$ cat src/rtl/tinker_pkg.sv
// Shared Tinker ISA definitions: field positions, opcodes, the writes_rd decode
// and the operand-fetch output bundle.
package tinker_pkg;

    localparam int unsigned NUM_REGS = 32;
    localparam int unsigned XLEN     = 64;
    localparam int unsigned INSTR_W  = 32;
    localparam int unsigned REG_AW   = 5;
    localparam int unsigned OPC_W    = 5;
    localparam int unsigned IMM_W    = 12;

    localparam int unsigned OPC_LSB  = 27;
    localparam int unsigned RD_LSB   = 22;
    localparam int unsigned RS_LSB   = 17;
    localparam int unsigned RT_LSB   = 12;
    localparam int unsigned IMM_LSB  = 0;

    localparam logic [OPC_W-1:0] OP_BR     = 5'h08;
    localparam logic [OPC_W-1:0] OP_BRR_R  = 5'h09;
    localparam logic [OPC_W-1:0] OP_BRR_L  = 5'h0A;
    localparam logic [OPC_W-1:0] OP_BRNZ   = 5'h0B;
    localparam logic [OPC_W-1:0] OP_CALL   = 5'h0C;
    localparam logic [OPC_W-1:0] OP_RETURN = 5'h0D;
    localparam logic [OPC_W-1:0] OP_BRGT   = 5'h0E;
    localparam logic [OPC_W-1:0] OP_PRIV   = 5'h0F;
    localparam logic [OPC_W-1:0] OP_MOV_ST = 5'h13;
    localparam logic [OPC_W-1:0] OP_ADD    = 5'h18;
    localparam logic [OPC_W-1:0] OP_ADDI   = 5'h19;
    localparam logic [OPC_W-1:0] OP_SUB    = 5'h1A;

    // Control-flow ops and the store form of mov leave rd untouched.
    function automatic logic writes_rd(input logic [OPC_W-1:0] opc);
        return !(((opc >= OP_BR) && (opc <= OP_PRIV)) || (opc == OP_MOV_ST));
    endfunction

    typedef struct packed {
        logic [OPC_W-1:0]  opcode;
        logic [REG_AW-1:0] rd;
        logic [XLEN-1:0]   rs_val;
        logic [XLEN-1:0]   rt_val;
        logic [IMM_W-1:0]  imm;
        logic [XLEN-1:0]   pc;
        logic              writes_rd;
    } of_bundle_t;

endpackage

$ cat src/rtl/scoreboard.sv
// Pending-write scoreboard: one bit per register, set on issue, cleared on writeback.
// OPERAND_FETCH_BYPASS_EN lets a same-cycle writeback mask the hazard query.
module scoreboard
    import tinker_pkg::*;
(
    input  logic              clk,
    input  logic              reset,
    input  logic              i_set_en,
    input  logic [REG_AW-1:0] i_set_idx,
    input  logic              i_clr_en,
    input  logic [REG_AW-1:0] i_clr_idx,
    input  logic [REG_AW-1:0] i_q_rs,
    input  logic [REG_AW-1:0] i_q_rt,
    input  logic [REG_AW-1:0] i_q_rd,
    input  logic              i_q_rd_en,
    output logic              o_hazard_c
);

    logic [NUM_REGS-1:0] r_pending;
    logic [NUM_REGS-1:0] w_set_mask;
    logic [NUM_REGS-1:0] w_clr_mask;
    logic [NUM_REGS-1:0] w_eff_pending;

    assign w_set_mask = i_set_en ? (NUM_REGS'(1) << i_clr_idx_sel(i_set_idx)) : '0;
    assign w_clr_mask = i_clr_en ? (NUM_REGS'(1) << i_clr_idx_sel(i_clr_idx)) : '0;

    function automatic logic [REG_AW-1:0] i_clr_idx_sel(input logic [REG_AW-1:0] idx);
        return idx;
    endfunction

`ifdef OPERAND_FETCH_BYPASS_EN
    assign w_eff_pending = r_pending & ~w_clr_mask;
`else
    assign w_eff_pending = r_pending;
`endif

    assign o_hazard_c = w_eff_pending[i_q_rs] | w_eff_pending[i_q_rt] |
                        (i_q_rd_en & w_eff_pending[i_q_rd]);

    // Set is applied after clear so an issue to the retiring register stays pending.
    always_ff @(posedge clk) begin
        if (reset) begin
            r_pending <= '0;
        end else begin
            r_pending <= (r_pending & ~w_clr_mask) | w_set_mask;
        end
    end

endmodule

$ cat src/rtl/operand_fetch.sv
// Decode/operand-fetch stage: reads rs/rt, stalls on scoreboard hazards, registers the bundle.
// OPERAND_FETCH_BYPASS_EN forwards wb_data into operands and releases same-cycle hazards.
module operand_fetch
    import tinker_pkg::*;
(
    input  logic               clk,
    input  logic               reset,
    input  logic               in_valid,
    output logic               in_ready,
    input  logic [INSTR_W-1:0] in_instr,
    input  logic [XLEN-1:0]    in_pc,
    output logic [REG_AW-1:0]  rf_rs_addr,
    output logic [REG_AW-1:0]  rf_rt_addr,
    input  logic [XLEN-1:0]    rf_rs_data,
    input  logic [XLEN-1:0]    rf_rt_data,
    input  logic               wb_valid,
    input  logic [REG_AW-1:0]  wb_rd,
    input  logic [XLEN-1:0]    wb_data,
    output logic               out_valid,
    input  logic               out_ready,
    output logic [OPC_W-1:0]   out_opcode,
    output logic [REG_AW-1:0]  out_rd,
    output logic [XLEN-1:0]    out_rs_val,
    output logic [XLEN-1:0]    out_rt_val,
    output logic [IMM_W-1:0]   out_imm,
    output logic [XLEN-1:0]    out_pc,
    output logic               out_writes_rd,
    output logic               hazard_stall
);

    logic [OPC_W-1:0]  w_opcode;
    logic [REG_AW-1:0] w_rd;
    logic [REG_AW-1:0] w_rs;
    logic [REG_AW-1:0] w_rt;
    logic [IMM_W-1:0]  w_imm;
    logic              w_writes_rd;
    logic              w_sb_hazard;
    logic              w_hazard;
    logic              w_accept;
    logic [XLEN-1:0]   w_rs_val;
    logic [XLEN-1:0]   w_rt_val;

    of_bundle_t r_out;
    logic       r_valid;

    assign w_opcode    = in_instr[OPC_LSB +: OPC_W];
    assign w_rd        = in_instr[RD_LSB  +: REG_AW];
    assign w_rs        = in_instr[RS_LSB  +: REG_AW];
    assign w_rt        = in_instr[RT_LSB  +: REG_AW];
    assign w_imm       = in_instr[IMM_LSB +: IMM_W];
    assign w_writes_rd = writes_rd(w_opcode);

    assign rf_rs_addr = w_rs;
    assign rf_rt_addr = w_rt;

    // Backpressure alone never raises hazard_stall; only the scoreboard does.
    assign w_hazard     = in_valid && w_sb_hazard;
    assign hazard_stall = w_hazard;
    assign in_ready     = !w_hazard && (!r_valid || out_ready);
    assign w_accept     = in_valid && in_ready;

`ifdef OPERAND_FETCH_BYPASS_EN
    assign w_rs_val = (wb_valid && (wb_rd == w_rs)) ? wb_data : rf_rs_data;
    assign w_rt_val = (wb_valid && (wb_rd == w_rt)) ? wb_data : rf_rt_data;
`else
    logic w_unused_wb;
    assign w_unused_wb = ^wb_data;
    assign w_rs_val    = rf_rs_data;
    assign w_rt_val    = rf_rt_data;
`endif

    scoreboard u_scoreboard (
        .clk        (clk),
        .reset      (reset),
        .i_set_en   (w_accept && w_writes_rd),
        .i_set_idx  (w_rd),
        .i_clr_en   (wb_valid),
        .i_clr_idx  (wb_rd),
        .i_q_rs     (w_rs),
        .i_q_rt     (w_rt),
        .i_q_rd     (w_rd),
        .i_q_rd_en  (w_writes_rd),
        .o_hazard_c (w_sb_hazard)
    );

    // Output pipeline register: load on accept, drop on release, otherwise hold.
    always_ff @(posedge clk) begin
        if (reset) begin
            r_valid <= 1'b0;
            r_out   <= '0;
        end else if (w_accept) begin
            r_valid <= 1'b1;
            r_out   <= '{opcode:    w_opcode,
                         rd:        w_rd,
                         rs_val:    w_rs_val,
                         rt_val:    w_rt_val,
                         imm:       w_imm,
                         pc:        in_pc,
                         writes_rd: w_writes_rd};
        end else if (out_ready) begin
            r_valid <= 1'b0;
        end
    end

    assign out_valid     = r_valid;
    assign out_opcode    = r_out.opcode;
    assign out_rd        = r_out.rd;
    assign out_rs_val    = r_out.rs_val;
    assign out_rt_val    = r_out.rt_val;
    assign out_imm       = r_out.imm;
    assign out_pc        = r_out.pc;
    assign out_writes_rd = r_out.writes_rd;

endmodule
$ cat config.mk
export PLATFORM = sky130hd
export DESIGN_NAME = operand_fetch
export DESIGN_NICKNAME = d
export VERILOG_FILES = /design/src/rtl/tinker_pkg.sv /design/src/rtl/scoreboard.sv /design/src/rtl/operand_fetch.sv
export SDC_FILE = /design/constraint.sdc
export NUM_CORES = 1
export LEC_CHECK = 0
export BUFFER_PORTS_ARGS = -buffer_cell sky130_fd_sc_hd__buf_2
export CORE_AREA = 2 2 203 205
export CTS_BUF_LIST = sky130_fd_sc_hd__clkbuf_8
export CTS_CLUSTER_DIAMETER = 30
export DETAILED_ROUTE_END_ITERATION = 7
export DIE_AREA = 0 0 205 207
export PLACE_DENSITY = 0.5
export SETUP_SLACK_MARGIN = 0.15
export SYNTH_ARGS = -nofsm -noshare
export SYNTH_HDL_FRONTEND = slang
export SYNTH_HIERARCHICAL = 1
export SYNTH_SLANG_ARGS = --single-unit
$ cat constraint.sdc
create_clock -name clk -period 3.7 [get_ports clk]
set_input_delay 0.74 -clock clk [delete_from_list [all_inputs] [get_ports clk]]
set_output_delay 0.74 -clock clk [all_outputs]
set_load 0.01 [all_outputs]
==> results of run 1 <==
kinds of logic after synthesis:
family                 Yosys count  share of synthesized area, %
AOI/OAI and AO/OA              499                          23.8
muxes                           37                          6.39
DFF                            248                          46.9
buffers and inverters          144                          7.86
and+or+nand+nor                315                          15.0
cell usage after synthesis:
master	number	area share [%]
and2_1	1	0.059
nand4_1	1	0.059
nor3_1	6	0.28
buf_4	41	2.9
a21oi_1	247	12
dfxtp_1	248	47
o2111ai_1	1	0.083
nor3b_1	4	0.28
o21ai_0	168	7.9
mux2i_1	15	1.4
clkbuf_1	49	1.7
o22ai_1	1	0.059
nor4_2	1	0.12
nand2_1	33	1.2
a41o_1	1	0.095
mux4_2	14	3.0
nand3_1	227	11
nor2b_1	14	0.83
nand2b_1	9	0.53
clkbuf_2	1	0.047
o21ai_1	79	3.7
nand4b_1	3	0.25
nor2_1	11	0.39
o41ai_1	1	0.083
buf_2	42	2.0
buf_6	11	1.2
or2_2	2	0.12
mux4_1	8	2.0
nand3b_1	3	0.21
a22oi_1	1	0.071
metal layers:
metal	track usage (%)	wire length [um]	vias up	share of wire, %
li1	-	-	5330	-
met3	6.64	3510	71	8.9
met2	27.6	18200	391	46
met5	0	32	-	0.082
met1	21.1	16600	5343	42
met4	6.52	942	4	2.4
state kept, by name, indices dropped and copies added, names as in the netlist:
signal                  count
out_opcode                  5
out_valid                   1
out_pc                     64
out_rd                      5
out_rt_val                 64
out_imm                    12
u_scoreboard/r_pending     32
out_writes_rd               1
out_rs_val                 64
cell type report:
class,count,area (sq um)
well taps,532,666
clock buffers,83,1140
fillers,4323,25800
repair buffers,484,2620
multi-input cells,851,4820
clock inverters,39,407
diodes,1,2.50
flip-flops and latches,248,4960
power by group through the flow:
stage / Clock (uW) / Combinational [uW] / Sequential, uW
CTS: 4170 / 1020 / 2910
floorplan: 0 / 507 / 3030
global route: 4320 / 1110 / 2920
global placement: 0 / 1010 / 2950
finish: 4040 / 1010 / 2910
detailed placement: 0 / 1020 / 2960
per-stage QoR:
step,cells,cell area (sq um),total power [uW]
floorplan,1243,10600,3540
global placement,2115,13100,3960
detailed placement,2115,13100,3980
CTS,2237,14600,8100
global route,2238,14600,8350
finish,2238,14600,7960
critical path, stage by stage:
cell,delay [ps]
clkbuf_4,180
mux4_1,560
mux2i_1,170
o22ai_1,100
nor4_2,320
nand3_2,160
and2_4,190
nor2_1,90
buf_2,130
how the worst max path moves through the flow:
stage / startpoint / to / slack [ps]
after floorplan: in_instr[13] / u_scoreboard/r_pending[11] / 330
after global placement: in_instr[23] / u_scoreboard/r_pending[11] / 100
after detailed placement: in_instr[23] / u_scoreboard/r_pending[11] / 100
after CTS: in_instr[23] / in_ready / 210
after global routing: u_scoreboard/r_pending[11] / in_ready / 170
final: in_instr[17] / in_ready / 310
what timing repair did:
action | in CTS | in global routing
setup endpoints to repair | 0 | 2
hold buffers | 0 | 0
setup buffers | 0 | 0
resized for setup | 0 | 4
==> impl_metrics.toml, run 1 <==
[layout]
layout_common_cells = "buf_2, dfxtp_1, a21oi_1"
final_common_cell = "buf_2"
fin_nets = 1953
areaGrowthSynthToFinish_pct = 38.2
layout-drive-gt1-share_pct = 36.2
finalCoreUtilization_pct = 36.2

[clock_tree]
clock_path_buffers = 3
cts.clk_slew.worst_paths_ps = 50
clock-sinks = 248
cts_buffers = 70
cts_root_buf = "clkbuf_8"
clock_latency_ps = 600
cts_tree = "done"
htreeDepth = 3

[setup_path]
critPathArrivalTime_ps = 2650
worstSetupPathType = "input pin to output port"
r2r_end = "u_scoreboard/r_pending[11]"
critPathLaunchType = "input pin"
rr_worst_depth = 13
cp_max_fo = 7
cp.required_ps = 2960
crit_path_end_kind = "output port"
rrSetupSlack_ps = 780
rr_startpoint = "u_scoreboard/r_pending[11]"

[logic_synthesis]
synth_cell_type_count = 30
synth_area_sq_mm = 0.0106
syn-num-nets = 1541
seq_area_frac_synth_pct = 46.9
ys_seq_elements = 248
synthCells = 1243
ys_warn_count = 6
synth.avg_cell_area_sq_um = 8.51

[detailed_routing]
dr.pass1.iters = 5
via_count = 11100
drtIter0Drc = 842
ant_nets = 0
routedWlPerCell_um = 17.5
drc_errors = 0
post_drt_via_cell_ratio = 4.98
drt-total-wl_um = 39200

[power]
p_leak_uw = 0.00632
power.internal_uw = 5820
power_frac_seq_pct = 36.5
p_sw_uw = 2130
power_density_mw_per_mm2 = 544
vdd_drop_max_mv = 0.248
switching_share_pct = 26.8
p_clk_share_pct = 50.7
comb_power_share_pct = 12.7

[hold_path]
min-delay-start = "rf_rt_data[12]"
hold_depth = 3
holdPathEnd = "out_rt_val[12]"
hold_path_class = "input pin to flip-flop"

[floorplanning]
coreArea_sq_mm = 0.0404
start_util_pct = 26.2
die_x_um = 205
io_pins = 526
die_h_um = 207
dieArea_sq_mm = 0.0424
rows = 74

[sta]
fin_skew_ps = 36.3
layout_min_cycle_time_ps = 3390
holdWs_ps = 387
finalHoldViolCount = 0
fmax_mhz = 295
worstMarginPinSlew_ps = 802
fin_ws_ps = 309
period_share_pct = 91.6
rsz0062_at_grt = "false"
maxSlewHeadroom_pct = 46.6
finalSetupViolCount = 0
finalMaxSlewViolations = 0
setup-tns-final_ps = 0

[job]
max-cap-violations = 0

[global_routing]
grt_pass1_vias = 10600
grt-ovfl-total = 0
grt_pass1_wl_um = 59200
grt_max_degree = 147
antenna_found_initial = 3
grtUsageTotal_pct = 17.3

[placement]
gp_congestion = 0.804
dp_hpwl_um = 25300
portBuffers = 461
dpl_worst_slack_ps = 101

[run_status]
status = "complete, no violations"
No activity file was read; power rests on OpenSTA's default activity.
==> run 2: changes to the inputs <==
--- a/config.mk
+++ b/config.mk
@@ -12,6 +12,7 @@
 export DETAILED_ROUTE_END_ITERATION = 7
 export DIE_AREA = 0 0 205 207
 export PLACE_DENSITY = 0.5
+export RECOVER_POWER = 100
 export SETUP_SLACK_MARGIN = 0.15
 export SYNTH_ARGS = -nofsm -noshare
 export SYNTH_HDL_FRONTEND = slang
==> impl_metrics.toml, run 2 (synthesis results as in run 1) <==
[hold_path]
min-delay-start = "rf_rt_data[12]"
hold_path_class = "input pin to flip-flop"

[global_routing]
grt_pass1_wl_um = 59200
grt_pass1_vias = 10600
grt-ovfl-total = 0
grtUsageTotal_pct = 17.3
grt_max_degree = 147
antenna_found_initial = 3

[layout]
fin_nets = 1953
areaGrowthSynthToFinish_pct = 34.8
n_fill_cell = 4408
finalCoreUtilization_pct = 35.3
layout-drive-gt1-share_pct = 22.6
final_common_cell = "dfxtp_1"
layout_common_cells = "dfxtp_1, a21oi_1, buf_2"

[detailed_routing]
via_count = 11200
dr.pass1.iters = 5
post_drt_via_cell_ratio = 5.00
drtIter0Drc = 853
ant_nets = 0
drc_errors = 0
routedWlPerCell_um = 17.5
drt-total-wl_um = 39200

[power]
p_leak_uw = 0.00538
vdd_drop_max_mv = 0.249
power_uw = 7890
power_density_mw_per_mm2 = 554

[sta]
finalHoldViolCount = 0
finalSetupViolCount = 0
fin_skew_ps = 36.6
maxSlewHeadroom_pct = 33.4
period_share_pct = 93.3
fmax_mhz = 290
worstMarginPinSlew_ps = 1000
layout_min_cycle_time_ps = 3450
finalMaxSlewViolations = 0
rsz0062_at_grt = "false"
setup-tns-final_ps = 0

[clock_tree]
clock_latency_ps = 600
clock_path_buffers = 3
htreeDepth = 3
cts.clk_slew.worst_paths_ps = 60
post_cts_resized = 0
cts_root_buf = "clkbuf_8"
clock-sinks = 248
cts_tree = "done"
post_cts_buffers = 0
hold_buffers = 0
cts_buffers = 70

[placement]
gp_congestion = 0.804
dp_hpwl_um = 25300
portBuffers = 461

[setup_path]
rrSetupSlack_ps = 500
crit_path_end_kind = "output port"
cp.required_ps = 2960
worstSetupPathType = "input pin to output port"
crit_path_max_incr_delay_ps = 560
worstSetupEndpoint = "in_ready"
critPathArrivalTime_ps = 2710
rr_worst_depth = 9
r2r_end = "out_pc[17]"
cp_max_fo = 7
startpoint = "in_instr[17]"
slowest_stage = "mux4_1"
path_cells = "clkbuf_4 -> mux4_1 -> mux2i_1 -> o22ai_1 -> nor4_2 -> nand3_2 -> and2_0 -> nor2_1 -> clkbuf_1"
rr_startpoint = "u_scoreboard/r_pending[11]"
critPathLaunchType = "input pin"

[run_status]
status = "complete, no violations"

[floorplanning]
die_x_um = 205
die_h_um = 207
rows = 74
io_pins = 526
start_util_pct = 26.2
dieArea_sq_mm = 0.0424
coreArea_sq_mm = 0.0404

[job]
max-cap-violations = 0
-- run 2: worst max-delay path: cells and delay by family --
kind,cells,cell delay (ps)
mux,2,740
simple gates,4,780
compound gates,1,100
buf+inv,2,340
-- run 2: how the worst min path moves through the flow --
| stage | slack (ps) | cells past startpoint | to |
|---|---|---|---|
| after floorplan | 460 | 2 | u_scoreboard/r_pending[31] |
| after detailed placement | 460 | 2 | out_rs_val[57] |
| final | 390 | 3 | out_rt_val[12] |
| after global routing | 340 | 3 | out_rs_val[4] |
| after CTS | 320 | 3 | out_rs_val[12] |
| after global placement | 460 | 2 | out_pc[62] |
-- run 2: layout make-up --
class / instances / area, sq um / area share (%)
Multi-Input combinational cell: 851 / 4800 / 33.7
Antenna cell: 1 / 2.50 / 0.0176
Tap cell: 532 / 666 / 4.67
Clock buffer: 83 / 1140 / 8.01
Timing Repair Buffer: 484 / 2270 / 16.0
Clock inverter: 39 / 407 / 2.85
Sequential cell: 248 / 4960 / 34.8
-- run 2: where the power goes --
part           internal [uW]  switching, uW
sequential              2840           72.3
clock                   2590           1440
combinational            332            614
total                   5760           2130
-- run 2: metal layers --
layer / track usage (%) / vias up / routed length, um
met3: 6.64 / 72 / 3530
met2: 27.6 / 416 / 18300
li1: - / 5323 / -
met1: 21.1 / 5370 / 16400
met4: 6.52 / 4 / 970
met5: 0 / - / 32
-- run 2: stage by stage --
stage | worst slack, ps | hold WS (ps) | std cells | instance area [sq um]
2_1_floorplan | 333 | 463 | 1243 | 10600
3_3_place_gp | 96.2 | 457 | 2115 | 13100
3_5_place_dp | 101 | 463 | 2115 | 13100
4_1_cts | 206 | 320 | 2237 | 14600
5_1_grt | 115 | 345 | 2238 | 14300
6_report | 249 | 388 | 2238 | 14300
==> run 3: changes to the inputs <==
--- a/config.mk
+++ b/config.mk
@@ -5,13 +5,14 @@
 export SDC_FILE = /design/constraint.sdc
 export NUM_CORES = 1
 export LEC_CHECK = 0
+export ABC_AREA = 1
 export BUFFER_PORTS_ARGS = -buffer_cell sky130_fd_sc_hd__buf_2
-export CORE_AREA = 2 2 203 205
+export CORE_AREA = 2 2 206 208
 export CTS_BUF_LIST = sky130_fd_sc_hd__clkbuf_8
 export CTS_CLUSTER_DIAMETER = 30
 export DETAILED_ROUTE_END_ITERATION = 7
-export DIE_AREA = 0 0 205 207
-export PLACE_DENSITY = 0.5
+export DIE_AREA = 0 0 208 210
+export PLACE_DENSITY = 0.47
 export RECOVER_POWER = 100
 export SETUP_SLACK_MARGIN = 0.15
 export SYNTH_ARGS = -nofsm -noshare
==> impl_metrics.toml, run 3 <==
[power]
p_leak_uw = 0.00575
power_density_mw_per_mm2 = 584
vdd_drop_max_mv = 0.326

[setup_path]
critPathLaunchType = "input pin"
worstSetupPathType = "input pin to output port"
critPathArrivalTime_ps = 2640
r2r_end = "out_pc[37]"
cp.required_ps = 2960
rr_worst_depth = 17
startpoint = "in_instr[13]"
worstSetupEndpoint = "in_ready"
rrSetupSlack_ps = 620
cp_max_fo = 11
rr_startpoint = "u_scoreboard/r_pending[5]"
crit_path_end_kind = "output port"

[detailed_routing]
routedWlPerCell_um = 15.2
drtIter0Drc = 611
post_drt_via_cell_ratio = 4.38
ant_nets = 0
dr.pass1.iters = 7
drc_errors = 0
drt-total-wl_um = 37400
via_count = 10700

[hold_path]
hold_depth = 3
hold_path_class = "input pin to flip-flop"

[floorplanning]
rows = 75
die_h_um = 210
io_pins = 526
start_util_pct = 24.2
dieArea_sq_mm = 0.0437
die_x_um = 208
coreArea_sq_mm = 0.0415

[sta]
finalSetupViolCount = 0
layout_min_cycle_time_ps = 3380
fin_skew_ps = 42.8
setup-tns-final_ps = 0
period_share_pct = 91.4
worstMarginPinSlew_ps = 843
maxSlewHeadroom_pct = 43.8
rsz0062_at_grt = "false"
finalMaxSlewViolations = 0
finalHoldViolCount = 0
fmax_mhz = 296

[logic_synthesis]
async_flop_share_pct = 0
synth_commonest_cells = "nand2_1, a21oi_1, dfxtp_1"
synth_flop_cell = "dfxtp_1"
syn-num-nets = 1700
synth.avg_cell_area_sq_um = 7.15
yosysMostFrequentCell = "nand2_1"
synth_compound_gate_area_share_pct = 15.1
ys_seq_elements = 248
synthCells = 1402
synth.mux.area_fraction_pct = 0
ys_warn_count = 6
synth_xor_area_share_pct = 0
seq_area_frac_synth_pct = 49.5
yosys-top-cells-area = "dfxtp_1, nand2_1, a21oi_1"
synth_top_family_by_area = "simple AND/OR/NAND/NOR gates"
synth-simple-area-share_pct = 27.4
synth_area_sq_mm = 0.0100
synthAdderAreaFrac_pct = 0
synth_edf_count = 0
synth_cell_type_count = 25
yosys.area.top_type = "dfxtp_1"
synth_top_area_share_pct = 49.5

[layout]
layout-drive-gt1-share_pct = 19.9
final_common_cell = "nand2_1"
fin_nets = 2152
finalCoreUtilization_pct = 33.9
design_area_sq_mm = 0.0140
areaGrowthSynthToFinish_pct = 40.0
layout_common_cells = "nand2_1, a21oi_1, dfxtp_1"
finalNonFillerCells = 2453

[clock_tree]
clock_path_buffers = 3
clock_latency_ps = 620
cts.clk_slew.worst_paths_ps = 50
cts_root_buf = "clkbuf_8"
clock-sinks = 248
hold_buffers = 0
cts_buffers = 70
post_cts_buffers = 0
htreeDepth = 3
cts_tree = "done"

[placement]
portBuffers = 461
dp_hpwl_um = 26800
dpl_cell_area_sq_mm = 0.0127
gp_congestion = 0.851
dp_cells = 2321

[global_routing]
grtUsageTotal_pct = 16.5
grt_pass1_wl_um = 57500
grt-ovfl-total = 0
grt_pass1_vias = 10500
antenna_found_initial = 10
grt_max_degree = 95

[job]
max-cap-violations = 0

[run_status]
status = "complete, no violations"
==> run 3: cell count changes in the layout (fill, tap and decap cells not counted), moves of 13 or more <==
cell / before / now
inv_1: 11 / 65
nor2b_1: 13 / 0
mux2i_1: 15 / 0
o21ai_1: 18 / 1
nand3_1: 226 / 79
o21ai_0: 229 / 42
mux4_2: 14 / 0
nand2_1: 33 / 582
==> run 3: timing repair <==
item / in CTS / in global routing
endpoints found under the setup margin: 0 / 1
gates resized for setup: 0 / 1
endpoints found under the hold margin: 0 / 0
==> run 3: per-stage QoR <==
step | power [uW] | hold slack [ps] | worst slack (ps)
after floorplan | 3490 | 462 | 791
after global routing | 8600 | 307 | 97.8
after global placement | 3940 | 445 | 350
after CTS | 8410 | 301 | 342
after detailed placement | 3940 | 448 | 298
final | 8210 | 371 | 317
==> run 3: how the worst min path moves through the flow <==
stage / from / slack (ps) / to
6_report: rf_rt_data[56] / 370 / out_rt_val[56]
5_1_grt: rf_rt_data[2] / 310 / out_rt_val[2]
4_1_cts: rf_rt_data[25] / 300 / out_rt_val[25]
3_5_place_dp: out_rt_val[43] / 450 / out_rt_val[43]
3_3_place_gp: out_rt_val[53] / 450 / out_rt_val[53]
2_1_floorplan: u_scoreboard/r_pending[10] / 460 / u_scoreboard/r_pending[10]
==> run 3: kinds of logic (layout without fill, tap and decap cells) <==
| group | Yosys count | after routing |
|---|---|---|
| and+or+nand+nor | 692 | 692 |
| other | 0 | 8 |
| DFF | 248 | 248 |
| buffers and inverters | 162 | 666 |
| AOI/OAI and AO/OA | 300 | 300 |
==> run 3: worst max-delay path: stages <==
cell and delay, ps:
clkbuf_1 250, inv_1 290, nand3_1 110, nand3_1 120, nand3_1 90, nand3_1 70
nand2_1 70, nor2_1 170, nand2_1 160, nand2_1 120, nand2_1 70, inv_1 160
clkbuf_1 220
==> run 3: report_power, final <==
part           internal [uW]  total (uW)  switching, uW
clock                   2930        4390           1460
sequential              2830        2910           79.9
combinational            311         905            594
total                   6070        8210           2130
==> run 3: cell type report <==
cell class                 instances  area, sq um
clock inverter                    42          546
tap                              539          674
antenna                            8         20.0
sequential                       248         4960
inverter                          57          221
fill                            4609        27400
clock buffer                      82         1130
multi-input combinational        992         4260
timing repair buffer             485         2230
==> run 3: metal layers <==
layer | share of wire (%) | track usage (%)
met4 | 2.3 | 6.63
met2 | 47 | 26.5
met3 | 8.7 | 6.32
met5 | 0.083 | 0
met1 | 42 | 20.0
